File: src/rtl/ff_counter_bank.sv
// Bank of independent up/down counters with clear, load, wrap/saturate and
// registered terminal-count flags; clock edge and enable polarity are parameters.
module ff_counter_bank #(
    parameter int          CHANNELS           = 4,
    parameter int          WIDTH              = 8,
    parameter logic [63:0] RESET_VALUE        = 64'd0,
    parameter bit          CLK_NEGEDGE        = 1'b0,
    parameter bit          ENABLE_ACTIVE_HIGH = 1'b1,
    parameter bit          SATURATE           = 1'b0
) (
    input  logic                      clk,
    input  logic                      reset,
    input  logic [CHANNELS-1:0]       enable,
    input  logic [CHANNELS-1:0]       clear,
    input  logic [CHANNELS-1:0]       load,
    input  logic [CHANNELS-1:0]       dir,
    input  logic [CHANNELS*WIDTH-1:0] load_value,
    output logic [CHANNELS*WIDTH-1:0] count,
    output logic [CHANNELS-1:0]       tc,
    output logic                      any_tc
);

    if (CHANNELS < 1 || CHANNELS > 16) begin : g_bad_channels
        $error("ff_counter_bank: CHANNELS must be 1..16");
    end
    if (WIDTH < 2 || WIDTH > 32) begin : g_bad_width
        $error("ff_counter_bank: WIDTH must be 2..32");
    end
    if ((RESET_VALUE >> WIDTH) != 64'd0) begin : g_bad_reset_value
        $error("ff_counter_bank: RESET_VALUE does not fit in WIDTH bits");
    end

    localparam logic [WIDTH-1:0] RST_CNT = RESET_VALUE[WIDTH-1:0];

    logic [CHANNELS*WIDTH-1:0] count_q, count_d;
    logic [CHANNELS-1:0]       tc_q, tc_d;
    logic                      any_tc_q, any_tc_d;
    logic [CHANNELS-1:0]       en_act;

    assign en_act   = ENABLE_ACTIVE_HIGH ? enable : ~enable;
    assign any_tc_d = |tc_q;

    for (genvar i = 0; i < CHANNELS; i++) begin : g_ch
        logic [WIDTH-1:0] cur;
        logic [WIDTH-1:0] nxt;
        logic             at_lim;
        logic             tc_nxt;

        assign cur    = count_q[i*WIDTH +: WIDTH];
        assign at_lim = dir[i] ? (&cur) : ~(|cur);

        // clear beats load beats counting; tc only rises on a limit step
        always_comb begin
            nxt    = cur;
            tc_nxt = 1'b0;
            if (clear[i]) begin
                nxt = '0;
            end else if (load[i]) begin
                nxt = load_value[i*WIDTH +: WIDTH];
            end else if (en_act[i]) begin
                tc_nxt = at_lim;
                if (!(SATURATE && at_lim)) begin
                    nxt = dir[i] ? cur + 1'b1 : cur - 1'b1;
                end
            end
        end

        assign count_d[i*WIDTH +: WIDTH] = nxt;
        assign tc_d[i]                   = tc_nxt;
    end

    if (CLK_NEGEDGE) begin : g_negedge
        always_ff @(negedge clk or negedge reset) begin
            if (!reset) begin
                count_q  <= {CHANNELS{RST_CNT}};
                tc_q     <= '0;
                any_tc_q <= 1'b0;
            end else begin
                count_q  <= count_d;
                tc_q     <= tc_d;
                any_tc_q <= any_tc_d;
            end
        end
    end else begin : g_posedge
        always_ff @(posedge clk or negedge reset) begin
            if (!reset) begin
                count_q  <= {CHANNELS{RST_CNT}};
                tc_q     <= '0;
                any_tc_q <= 1'b0;
            end else begin
                count_q  <= count_d;
                tc_q     <= tc_d;
                any_tc_q <= any_tc_d;
            end
        end
    end

    assign count  = count_q;
    assign tc     = tc_q;
    assign any_tc = any_tc_q;

endmodule

File: config.mk
export PLATFORM = sky130hd
export DESIGN_NAME = ff_counter_bank
export DESIGN_NICKNAME = d
export VERILOG_FILES = /design/src/rtl/ff_counter_bank.sv
export SDC_FILE = /design/constraint.sdc
export NUM_CORES = 1
export LEC_CHECK = 0
export ABC_AREA = 1
export CAP_MARGIN = 20
export CORE_ASPECT_RATIO = 0.75
export CORE_MARGIN = 1.5
export CORE_UTILIZATION = 40
export CTS_BUF_LIST = sky130_fd_sc_hd__clkbuf_8 sky130_fd_sc_hd__clkbuf_16
export CTS_CLUSTER_SIZE = 10
export DETAILED_ROUTE_END_ITERATION = 16
export PLACE_DENSITY = 0.75
export RECOVER_POWER = 25
export SYNTH_ARGS = -nofsm -noshare
export SYNTH_HDL_FRONTEND = slang
export SYNTH_SLANG_ARGS = --single-unit
File: constraint.sdc
create_clock -name clk -period 1.9 [get_ports clk]
set_clock_uncertainty 0.2 [all_clocks]
set_input_delay 0.285 -clock clk [delete_from_list [all_inputs] [get_ports clk]]
set_output_delay 0.285 -clock clk [all_outputs]
set_load 0.01 [all_outputs]
==> metrics, run 1 <==
GRT Resource Usage Total 0.229; startpoint of the worst-slack reg-to-reg timing path count[27]; post-synthesis to final-layout area growth 53.2%; Pre-antenna DRT Iters 4; number of buffers created by CTS 5; area of the die 0.00856 mm²; count of port buffers added during placement 86; normalized max-slew margin 0.276; total number of vias 3662; final critical-path required period 1.87 ns; sort of element at the end of the critical path output pin; CTS tree done; count of flip-flops with a built-in enable after synthesis 0; met3 layer wire length in the routed design 525 µm; WP depth 1; CP max FO 6; insertion delay of the later-clocked pin in the worst-skew pair 0.29 ns; GRT overflow 0; violation count after the first detailed-routing iteration 154; portion of the clock cycle consumed by the worst path in the final layout 0.983; net count of the mapped netlist 576; H-tree depth reported by CTS 2; FP Rows 28; leakage power summed over all cells 2.56 nW; start-to-end type of the worst setup path reg2out; Core Footprint 0.00781 mm²; most frequent standard cell in the layout excluding fill and tap cells sky130_fd_sc_hd__nand2_1; number of max-capacitance violations reported 0; cell taking the most area after synthesis sky130_fd_sc_hd__dfrtp_1; reg2reg setup slack 0.10 ns; Ant. Diodes 0; type of element launching the critical path flop; end of the critical path count[9]; final slew viol count 0; detailed-route vias per instance 4.93; Ys Warns 0; Routed met2 length 4400 µm; #FFs+latches synth 37; I/O pin count 87; asr flop ratio synth 1.00; top routing layer used met4; longest individual stage delay on the worst path 0.60 ns; worst supply voltage drop on vdd 0.305 mV; endpoint required time on the critical path 1.41 ns; leading cell types in the layout, fill and taps excluded sky130_fd_sc_hd__nand2_1 (148), sky130_fd_sc_hd__clkdlybuf4s50_1 (77), sky130_fd_sc_hd__nor2_1 (73); wire length of the first global-routing pass 15600 µm; total number of clock tree sinks 37; class of the tightest hold or removal check reg2reg; sequence of cells on the critical path clkdlybuf4s50_1; commonest register cell after synthesis sky130_fd_sc_hd__dfrtp_1; final setup violating endpoints 0; cell at the root of the clock tree sky130_fd_sc_hd__clkbuf_8; clock slew seen by the registers of the worst setup and hold paths 0.09 ns; aggregate routed wire length 9650 µm; portion of synthesized cell area occupied by the leading cell type 0.289; worst r2r dst count[28]; number of antenna violations at the first check in global routing 0; transition time at the pin with the least slew margin 1.09 ns; P per Cell Area 669 mW/mm²; effective utilization at floorplan 0.410; Post-DRT Antenna Nets 0; pin count of the biggest net entering global routing 22; Min Hold Slack 0.291 ns; worst setup timing slack at the placement stage -0.530 ns; final-layout setup total negative slack 0 ns; standard cell with the maximum stage delay on the critical path sky130_fd_sc_hd__clkdlybuf4s50_1; Distinct cells, synth 31; proportion of synthesized chip area in sequential cells 0.289; Placer Congestion 0.928; dominant delay contributor by cell family on the critical path buffers and inverters; status complete, no violations; drc violations 0; per-cell routed wire length 13.0 µm; met1 wire length 4580 µm; number of standard cells after synthesis 498; launching element of the worst setup path count[9]; Die H 80.5 µm; Final Worst Setup Slack 0.0324 ns; width of the die 106 µm; half-perimeter wire length after placement 7430 µm; post-layout net count 715; top cells by area in the synthesized netlist sky130_fd_sc_hd__dfrtp_1 (29%), sky130_fd_sc_hd__nand2_1 (17%), sky130_fd_sc_hd__ha_1 (9.4%); average cell area after synthesis 6.43 µm²; share of final-layout standard cells stronger than drive strength 1 0.146; Fill cells 687; number of buffers on the longest clock path 2; via count of the first global-routing pass 3414; maximum operating frequency 535 MHz; Hold Violations, Final 0; Cell Area, Synth 0.00320 mm²; number of cells on the worst reg-to-reg path 7; Buffers & Inverters on Critical Path 1; Arrival @ worst endpoint 1.38 ns
==> Yosys cell counts (3+ instances only) <==
master	number
sky130_fd_sc_hd__dfrtp_1	37
sky130_fd_sc_hd__inv_1	75
sky130_fd_sc_hd__nor2_2	3
sky130_fd_sc_hd__a21oi_1	16
sky130_fd_sc_hd__nand3_1	38
sky130_fd_sc_hd__nand2_1	148
sky130_fd_sc_hd__nor4_1	4
sky130_fd_sc_hd__or2_2	6
sky130_fd_sc_hd__nor3_1	4
sky130_fd_sc_hd__o21ai_1	3
sky130_fd_sc_hd__nand3b_1	6
sky130_fd_sc_hd__fa_1	4
sky130_fd_sc_hd__o21ai_0	27
sky130_fd_sc_hd__nor2_1	73
sky130_fd_sc_hd__ha_1	24
sky130_fd_sc_hd__nand4_1	4
sky130_fd_sc_hd__xor2_1	5
==> state kept, by name (all words and copies together) (netlist names) <==
name,count
any_tc,1
count,32
tc,4
==> how the worst min path moves through the flow <==
stage | cells after the start | startpoint | slack, ns | end
detailed placement | 1 | reset | 0.05 | count[8]
CTS | 2 | reset | 0.26 | count[9]
global route | 1 | tc[1] | 0.31 | any_tc
floorplan | 0 | reset | -0.21 | any_tc
global placement | 1 | reset | 0.05 | count[8]
finish | 1 | tc[1] | 0.29 | any_tc
==> metal layers <==
layer  global-route usage  vias to the layer above
met1                0.312                     1686
li1                     -                     1865
met4               0.0649                        0
met2                0.375                      100
met3               0.0357                       11
met5                    0                        -
==> report_power, final <==
group | switching (W) | total [W] | internal [W]
Sequential | 0.000110 | 0.000983 | 0.000872
Combinational | 0.000708 | 0.00146 | 0.000750
Clock | 0.000317 | 0.000839 | 0.000522
==> per-stage QoR <==
stage / power [W] / instances / utilization / instance area (µm²)
after floorplan: 0.00169 / 498 / - / 3200
after global placement: 0.00229 / 732 / 0.580 / 4530
after detailed placement: 0.00233 / 732 / 0.580 / 4530
after CTS: 0.00322 / 741 / 0.610 / 4770
after global routing: 0.00351 / 743 / 0.628 / 4910
final: 0.00328 / 743 / 0.628 / 4910
==> kinds of logic (layout without fill, tap and decap cells) <==
| kind of cell | after synthesis | in the layout | synth area share |
|---|---|---|---|
| AOI/OAI and AO/OA | 55 | 55 | 0.0922 |
| xor gates and xnor gates | 5 | 5 | 0.0137 |
| adders and majority gates | 28 | 28 | 0.119 |
| buffers and inverters | 81 | 221 | 0.100 |
| DFF | 37 | 37 | 0.289 |
| muxes | 2 | 2 | 0.00625 |
| and+or+nand+nor | 290 | 290 | 0.380 |
==> cell type report <==
cell class / instances / area (µm²) / area share
sequential: 37 / 927 / 0.189
tap: 105 / 131 / 0.0268
inverter: 76 / 290 / 0.0592
multi-input combinational: 380 / 2160 / 0.441
clock buffer: 5 / 68.8 / 0.0140
clock inverter: 3 / 65.1 / 0.0133
timing repair buffer: 137 / 1260 / 0.257
==> repair_timing <==
item / CTS / global route
hold buffers: 1 / 0
pin swaps: 0 / 1
resized for setup: 19 / 17
gates cloned: 0 / 0
hold endpoints to repair: 16 / 0
setup buffers: 0 / 2
endpoints found under the setup margin: 19 / 11
No activity file was read; power rests on OpenSTA's default activity.
==> run 2: changes to the inputs <==
==> constraint.sdc (replaced) <==
create_clock -name clk -period 1.77 [get_ports clk]
set_clock_uncertainty 0.2 [all_clocks]
set_input_delay 0.2655 -clock clk [delete_from_list [all_inputs] [get_ports clk]]
set_output_delay 0.2655 -clock clk [all_outputs]
set_load 0.01 [all_outputs]
==> run 2 against run 1 <==
The run now ends with setup timing left. Global-route usage is 0.26 points higher. Highest routed layer unchanged. Critical path type is now reg2reg. Clock-buffer cell count is 2 higher. Wire length is 1.6% higher. Critical path depth is 8 higher. Critical endpoint is now count[29].
==> metrics, run 2 (synthesis gave the netlist of run 1 again) <==
status finished, violations left; violations in the final reports setup timing; number of antenna violations at the first check in global routing 0 (unchanged); met3 Use GR 0.0365 (+0.000812); Die H 80.5 µm (unchanged); number of max-capacitance violations reported 0 (unchanged); P per Cell Area 667 mW/mm² (-0.21%); transition time at the pin with the least slew margin 0.525 ns (-0.561 ns); clock slew seen by the registers of the worst setup and hold paths 0.08 ns (about the same); longest individual stage delay on the worst path 0.40 ns (-0.20 ns); start-to-end type of the worst setup path reg2reg; maximum operating frequency 556 MHz; Placer Congestion 0.891 (-3.9%); standard cell with the maximum stage delay on the critical path sky130_fd_sc_hd__dfrtp_1; class of the tightest hold or removal check reg2reg; Hold Startpoint tc[2]; Min Hold Slack 0.257 ns (-0.0335 ns); sort of element at the end of the critical path flop; startpoint of the worst-slack reg-to-reg timing path count[27]; total number of clock tree sinks 37 (unchanged); total number of vias 3715 (+1.4%); half-perimeter wire length after placement 7490 µm (+0.82%); GRT overflow 0 (unchanged); final setup violating endpoints 2 (+2); number of buffers on the longest clock path 2 (unchanged); Core Footprint 0.00781 mm² (unchanged); leakage power summed over all cells 2.76 nW (+8.1%); via count of the first global-routing pass 3631 (+6.4%); post-synthesis to final-layout area growth 58.2%; Pre-antenna DRT Iters 4 (unchanged); leading cell types in the layout, fill and taps excluded sky130_fd_sc_hd__nand2_1 (139), sky130_fd_sc_hd__nor2_1 (73), sky130_fd_sc_hd__inv_1 (71); final slew viol count 0 (unchanged); insertion delay of the later-clocked pin in the worst-skew pair 0.29 ns (about the same); worst supply voltage drop on vdd 0.323 mV (+5.8%); violation count after the first detailed-routing iteration 137 (-11%); normalized max-slew margin 0.650 (+0.374); type of element launching the critical path flop; Ant. Diodes 0 (unchanged); met1 Usage GRT 0.299 (-0.0127); area of the die 0.00856 mm² (unchanged); Fill cells 687 (unchanged); GRT Resource Usage Total 0.231 (+0.00261); H-tree depth reported by CTS 2 (unchanged); count of port buffers added during placement 86 (unchanged); portion of the clock cycle consumed by the worst path in the final layout 1.02; number of buffers created by CTS 5 (unchanged); CP max FO 2 (-4); pin count of the biggest net entering global routing 20 (-9.1%); Arrival @ worst endpoint 1.78 ns (+0.40 ns); share of final-layout standard cells stronger than drive strength 1 0.191 (+0.0448); met2 track demand over resource 0.406 (+0.0310); sequence of cells on the critical path buf_6, ha_4, buf_6, nand2_4, nand3b_1, nand3_1, nand3_1, nand2_1, nand2_1; I/O pin count 87 (unchanged); drc violations 0 (unchanged); wire length of the first global-routing pass 16000 µm (+3.0%); aggregate routed wire length 9800 µm (+1.6%); effective utilization at floorplan 0.410 (unchanged); number of flip-flops under the largest register name 32 (unchanged); busiest grt layer met2; Buffers & Inverters on Critical Path 2 (+1); storage element area 927 µm² (unchanged); detailed-route vias per instance 4.88 (-0.95%); total area of multi-input combinational cells 0.00219 mm² (+1.3%); per-cell routed wire length 12.9 µm (-0.83%); dominant delay contributor by cell family on the critical path simple AND/OR/NAND/NOR gates; setup repair after global routing missed its margin true; Post-DRT Antenna Nets 0 (unchanged); FP Rows 28 (unchanged); width of the die 106 µm (unchanged); launching element of the worst setup path count[27]; final critical-path required period 1.80 ns; worst setup timing slack at the placement stage -0.700 ns (-0.170 ns); endpoint required time on the critical path 1.75 ns (+0.34 ns); CTS tree done; Hold Violations, Final 0 (unchanged); post-layout net count 733 (+2.5%); most frequent standard cell in the layout excluding fill and tap cells sky130_fd_sc_hd__nand2_1; cell at the root of the clock tree sky130_fd_sc_hd__clkbuf_8; Final Worst Setup Slack -0.0274 ns (-0.0597 ns)
run 2: changes by cell type in the layout (fill, tap and decap cells not counted), sizes merged:
cell,change
clkinvlp,+1
inv,-1
clkdlybuf4s50,-24
bufinv,-2
dlymetal6s2s,+4
clkbuf,+4
dlygate4sd2,+17
buf,+17
clkdlybuf4s15,+2
run 2: metrics by stage:
stage | TNS, ns | cells | total power, W | util | cell area [µm²]
2_1_floorplan | -0.0192 | 498 | 0.00182 | - | 3230
3_3_place_gp | -13.22 | 743 | 0.00250 | 0.595 | 4650
3_5_place_dp | -14.16 | 743 | 0.00255 | 0.595 | 4650
4_1_cts | -0.230 | 758 | 0.00326 | 0.623 | 4870
5_1_grt | -0.580 | 761 | 0.00364 | 0.649 | 5070
6_report | -0.0377 | 761 | 0.00338 | 0.649 | 5070
run 2: final timing paths:
| check | endpoint | slack [ns] | depth (start not counted) |
|---|---|---|---|
| hold / removal | any_tc | 0.26 | 1 |
| hold reg to reg | any_tc | 0.26 | 1 |
| setup reg to reg | count[29] | -0.03 | 9 |
| min in group asynchronous | count[3] | 0.28 | 2 |
| max in group asynchronous | count[9] | 0.31 | 3 |
| setup / recovery | count[29] | -0.03 | 9 |
run 2: timing repair:
| item | CTS | global route |
|---|---|---|
| gates resized for setup | 47 | 48 |
| pin swaps | 5 | 24 |
| hold endpoints to repair | 17 | 0 |
| setup endpoints to repair | 49 | 28 |
| buffers inserted | 6 | 3 |
| hold buffers | 1 | 0 |
run 2: metal layers:
metal / part of all wire / vias to the layer above / wire length, µm
met5: 0 / - / 0
met4: 0.011 / 0 / 103
met3: 0.044 / 11 / 434
met2: 0.47 / 87 / 4630
met1: 0.47 / 1713 / 4630
li1: - / 1904 / -
run 2: report_power, final:
part           internal, W  switching, W  leakage, nW
registers         0.000937     0.0000898        0.477
logic             0.000856      0.000827         2.23
clock network     0.000353      0.000319       0.0542
run 2: area by class of cell:
type	count	area share
Clock buffer	7	0.0190
Clock inverter	1	0.000988
Inverter	76	0.0585
Multi-Input combinational cell	380	0.432
Sequential cell	37	0.183
Tap cell	105	0.0259
Timing Repair Buffer	155	0.280
run 2: worst reg2reg max path, stage by stage (launching register included):
cell	delay [ns]
sky130_fd_sc_hd__dfrtp_1	0.40
sky130_fd_sc_hd__buf_6	0.13
sky130_fd_sc_hd__ha_4	0.26
sky130_fd_sc_hd__buf_6	0.10
sky130_fd_sc_hd__nand2_4	0.04
sky130_fd_sc_hd__nand3b_1	0.20
sky130_fd_sc_hd__nand3_1	0.12
sky130_fd_sc_hd__nand3_1	0.07
sky130_fd_sc_hd__nand2_1	0.10
sky130_fd_sc_hd__nand2_1	0.05
==> run 3: changes to the inputs <==
--- a/config.mk
+++ b/config.mk
@@ -13,6 +13,7 @@
 export CTS_BUF_LIST = sky130_fd_sc_hd__clkbuf_8 sky130_fd_sc_hd__clkbuf_16
 export CTS_CLUSTER_SIZE = 10
 export DETAILED_ROUTE_END_ITERATION = 16
+export GPL_ROUTABILITY_DRIVEN = 0
 export PLACE_DENSITY = 0.75
 export RECOVER_POWER = 25
 export SYNTH_ARGS = -nofsm -noshare
==> run 3 against run 2 <==
The flow still finishes with violations (setup timing). Non-clock buffer count is 7 higher. First-iteration DRC count is 22% higher. Clock-buffer cell count stayed put. Total power is 3.8% higher. Wire length is 11% higher. Maximum frequency is 1.5% lower. Cell area is 2.7% higher. Via count is 5.4% higher. Worst hold slack worse by 0.017 ns. Critical path depth is 2 higher. Sequential power hardly changed.
==> metrics, run 3 (synthesis gave the netlist of run 1 again) <==
Pre-antenna DRT Iters 6 (+2); aggregate routed wire length 10900 µm (+11%); most frequent standard cell in the layout excluding fill and tap cells sky130_fd_sc_hd__nand2_1; Layout Cells excl Fill 768 (+0.92%); Buffers & Inverters on Critical Path 3 (+1); Die H 80.5 µm (unchanged); GRT Resource Usage Total 0.249 (+0.0171); cell at the root of the clock tree sky130_fd_sc_hd__clkbuf_8; number of max-capacitance violations reported 0 (unchanged); via count of the first global-routing pass 3784 (+4.2%); Hold Violations, Final 0 (unchanged); number of flip-flops under the largest register name 32 (unchanged); sort of element at the end of the critical path flop; CP max FO 5 (+3); I/O pin count 87 (unchanged); class of the tightest hold or removal check in2reg; normalized max-slew margin 0.565 (-0.0850); sequence of cells on the critical path buf_2, clkinvlp_4, buf_4, fa_2, nand2_2, nand2_2, and2_4, nand2_2, nand2_1, o21ai_1, o21ai_1; final setup violating endpoints 2 (unchanged); total number of vias 3917 (+5.4%); portion of the clock cycle consumed by the worst path in the final layout 1.03 (+0.0151); status finished, violations left; leakage power summed over all cells 2.76 nW (about the same); pin count of the biggest net entering global routing 24 (+20%); combinational group share of total power 0.510 (+0.012); total instance count after detailed placement 742 (-0.13%); post-synthesis to final-layout area growth 62.5%; H-tree depth reported by CTS 2 (unchanged); endpoint required time on the critical path 1.74 ns (about the same); worst supply voltage drop on vdd 0.354 mV (+9.6%); GRT overflow 0 (unchanged); type of element launching the critical path input port; number of buffers created by CTS 5 (unchanged); Ant. Diodes 0 (unchanged); Arrival @ worst endpoint 1.80 ns (+0.02 ns); detailed-route vias per instance 5.10 (+4.5%); longest individual stage delay on the worst path 0.41 ns (about the same); drc violations 0 (unchanged); reported net switching power 0.00132 W (+6.9%); effective utilization at floorplan 0.410 (unchanged); clock group share of total power 0.196 (-0.003); P per Cell Area 675 mW/mm² (+1.1%); CTS tree done; violations in the final reports setup timing; standard cell with the maximum stage delay on the critical path sky130_fd_sc_hd__fa_2; violation count after the first detailed-routing iteration 167 (+22%); half-perimeter wire length after placement 7850 µm (+4.7%); leading cell types in the layout, fill and taps excluded sky130_fd_sc_hd__nand2_1 (134), sky130_fd_sc_hd__nor2_1 (72), sky130_fd_sc_hd__inv_1 (71); count of port buffers added during placement 86 (unchanged); wire length of the first global-routing pass 17000 µm (+6.1%); dominant delay contributor by cell family on the critical path buffers and inverters; Core Footprint 0.00781 mm² (unchanged); start-to-end type of the worst setup path in2reg; share of final-layout standard cells stronger than drive strength 1 0.226 (+0.0357); Routed met2 length 5250 µm (+13%); sequential group share of total power 0.294 (-0.010); final critical-path required period 1.82 ns (+0.0267 ns); number of buffers on the longest clock path 2 (unchanged); total number of clock tree sinks 37 (unchanged); Post-DRT Antenna Nets 0 (unchanged); cell repeated most along the worst path sky130_fd_sc_hd__nand2_2; final slew viol count 0 (unchanged); insertion delay of the later-clocked pin in the worst-skew pair 0.29 ns (about the same); per-cell routed wire length 14.2 µm (+9.9%); clock slew seen by the registers of the worst setup and hold paths 0.08 ns (about the same); transition time at the pin with the least slew margin 0.653 ns (+0.127 ns); met3 layer wire length in the routed design 603 µm (+39%); internal cell power 0.00219 W (+2.1%); post-layout net count 740 (+0.95%); worst setup timing slack at the placement stage -0.780 ns (-0.0801 ns); maximum operating frequency 548 MHz (-1.5%); FP Rows 28 (unchanged); met1 wire length 4800 µm (+3.6%); Final Worst Setup Slack -0.0540 ns (-0.0267 ns); top routing layer used met4; area of the die 0.00856 mm² (unchanged); number of antenna violations at the first check in global routing 0 (unchanged); Sw Share 0.376 (+0.0107); setup repair after global routing missed its margin true; width of the die 106 µm (unchanged)
## run 3: area by class of cell
class	count	area, µm²
well taps	105	131
repair buffers	162	1470
fillers	634	2610
clock inverters	1	5.00
multi-input cells	380	2270
inverters	76	297
flip-flops and latches	37	933
clock buffers	7	96.3
## run 3: power groups by stage
stage | Sequential [W] | Combinational, W | Clock (W)
2_1_floorplan | 0.00109 | 0.000727 | 0
3_3_place_gp | 0.00104 | 0.00146 | 0
3_5_place_dp | 0.00104 | 0.00151 | 0
4_1_cts | 0.00102 | 0.00162 | 0.000690
5_1_grt | 0.00104 | 0.00197 | 0.000726
6_report | 0.00103 | 0.00179 | 0.000687
## run 3: metal layers
layer / global-route usage / vias up
met5: 0 / -
met4: 0.0662 / 0
met3: 0.0390 / 30
met2: 0.441 / 148
met1: 0.315 / 1823
li1: - / 1916
## run 3: timing repair
| action | 4_1_cts | 5_1_grt |
|---|---|---|
| resized for setup | 50 | 54 |
| cloned | 0 | 0 |
| endpoints found under the hold margin | 21 | 0 |
| setup buffers | 11 | 6 |
| setup endpoints to repair | 47 | 29 |
| pin swaps | 0 | 25 |
| hold buffers | 1 | 0 |
## run 3: per-stage QoR
stage	hold slack [ns]	instance area, µm²	utilization	power (W)	TNS, ns
6_report	0.240	5200	0.666	0.00351	-0.0674
4_1_cts	0.265	4990	0.639	0.00333	-0.0827
3_5_place_dp	0.0919	4660	0.596	0.00255	-14.53
2_1_floorplan	-0.230	3230	-	0.00182	-0.0192
5_1_grt	0.258	5200	0.666	0.00374	-0.442
3_3_place_gp	0.0853	4660	0.596	0.00250	-13.31
## run 3: path summary, 6_finish.rpt
check	startpoint	to	slack, ns	cells after the start
max	dir[3]	count[28]	-0.05	11
min	dir[3]	tc[3]	0.24	5
max reg2reg	count[27]	count[28]	-0.04	7
min reg2reg	tc[2]	any_tc	0.27	1
max in group asynchronous	reset	count[11]	0.21	3
min in group asynchronous	reset	count[2]	0.33	2
## run 3: worst reg2reg max path: stages, from the launching register on
cell and delay (ns):
sky130_fd_sc_hd__dfrtp_2 0.45, sky130_fd_sc_hd__ha_4 0.25, sky130_fd_sc_hd__or2_4 0.25, sky130_fd_sc_hd__and2_4 0.16, sky130_fd_sc_hd__nand2_2 0.06, sky130_fd_sc_hd__nand2_1 0.05
sky130_fd_sc_hd__o21ai_1 0.17, sky130_fd_sc_hd__o21ai_1 0.10
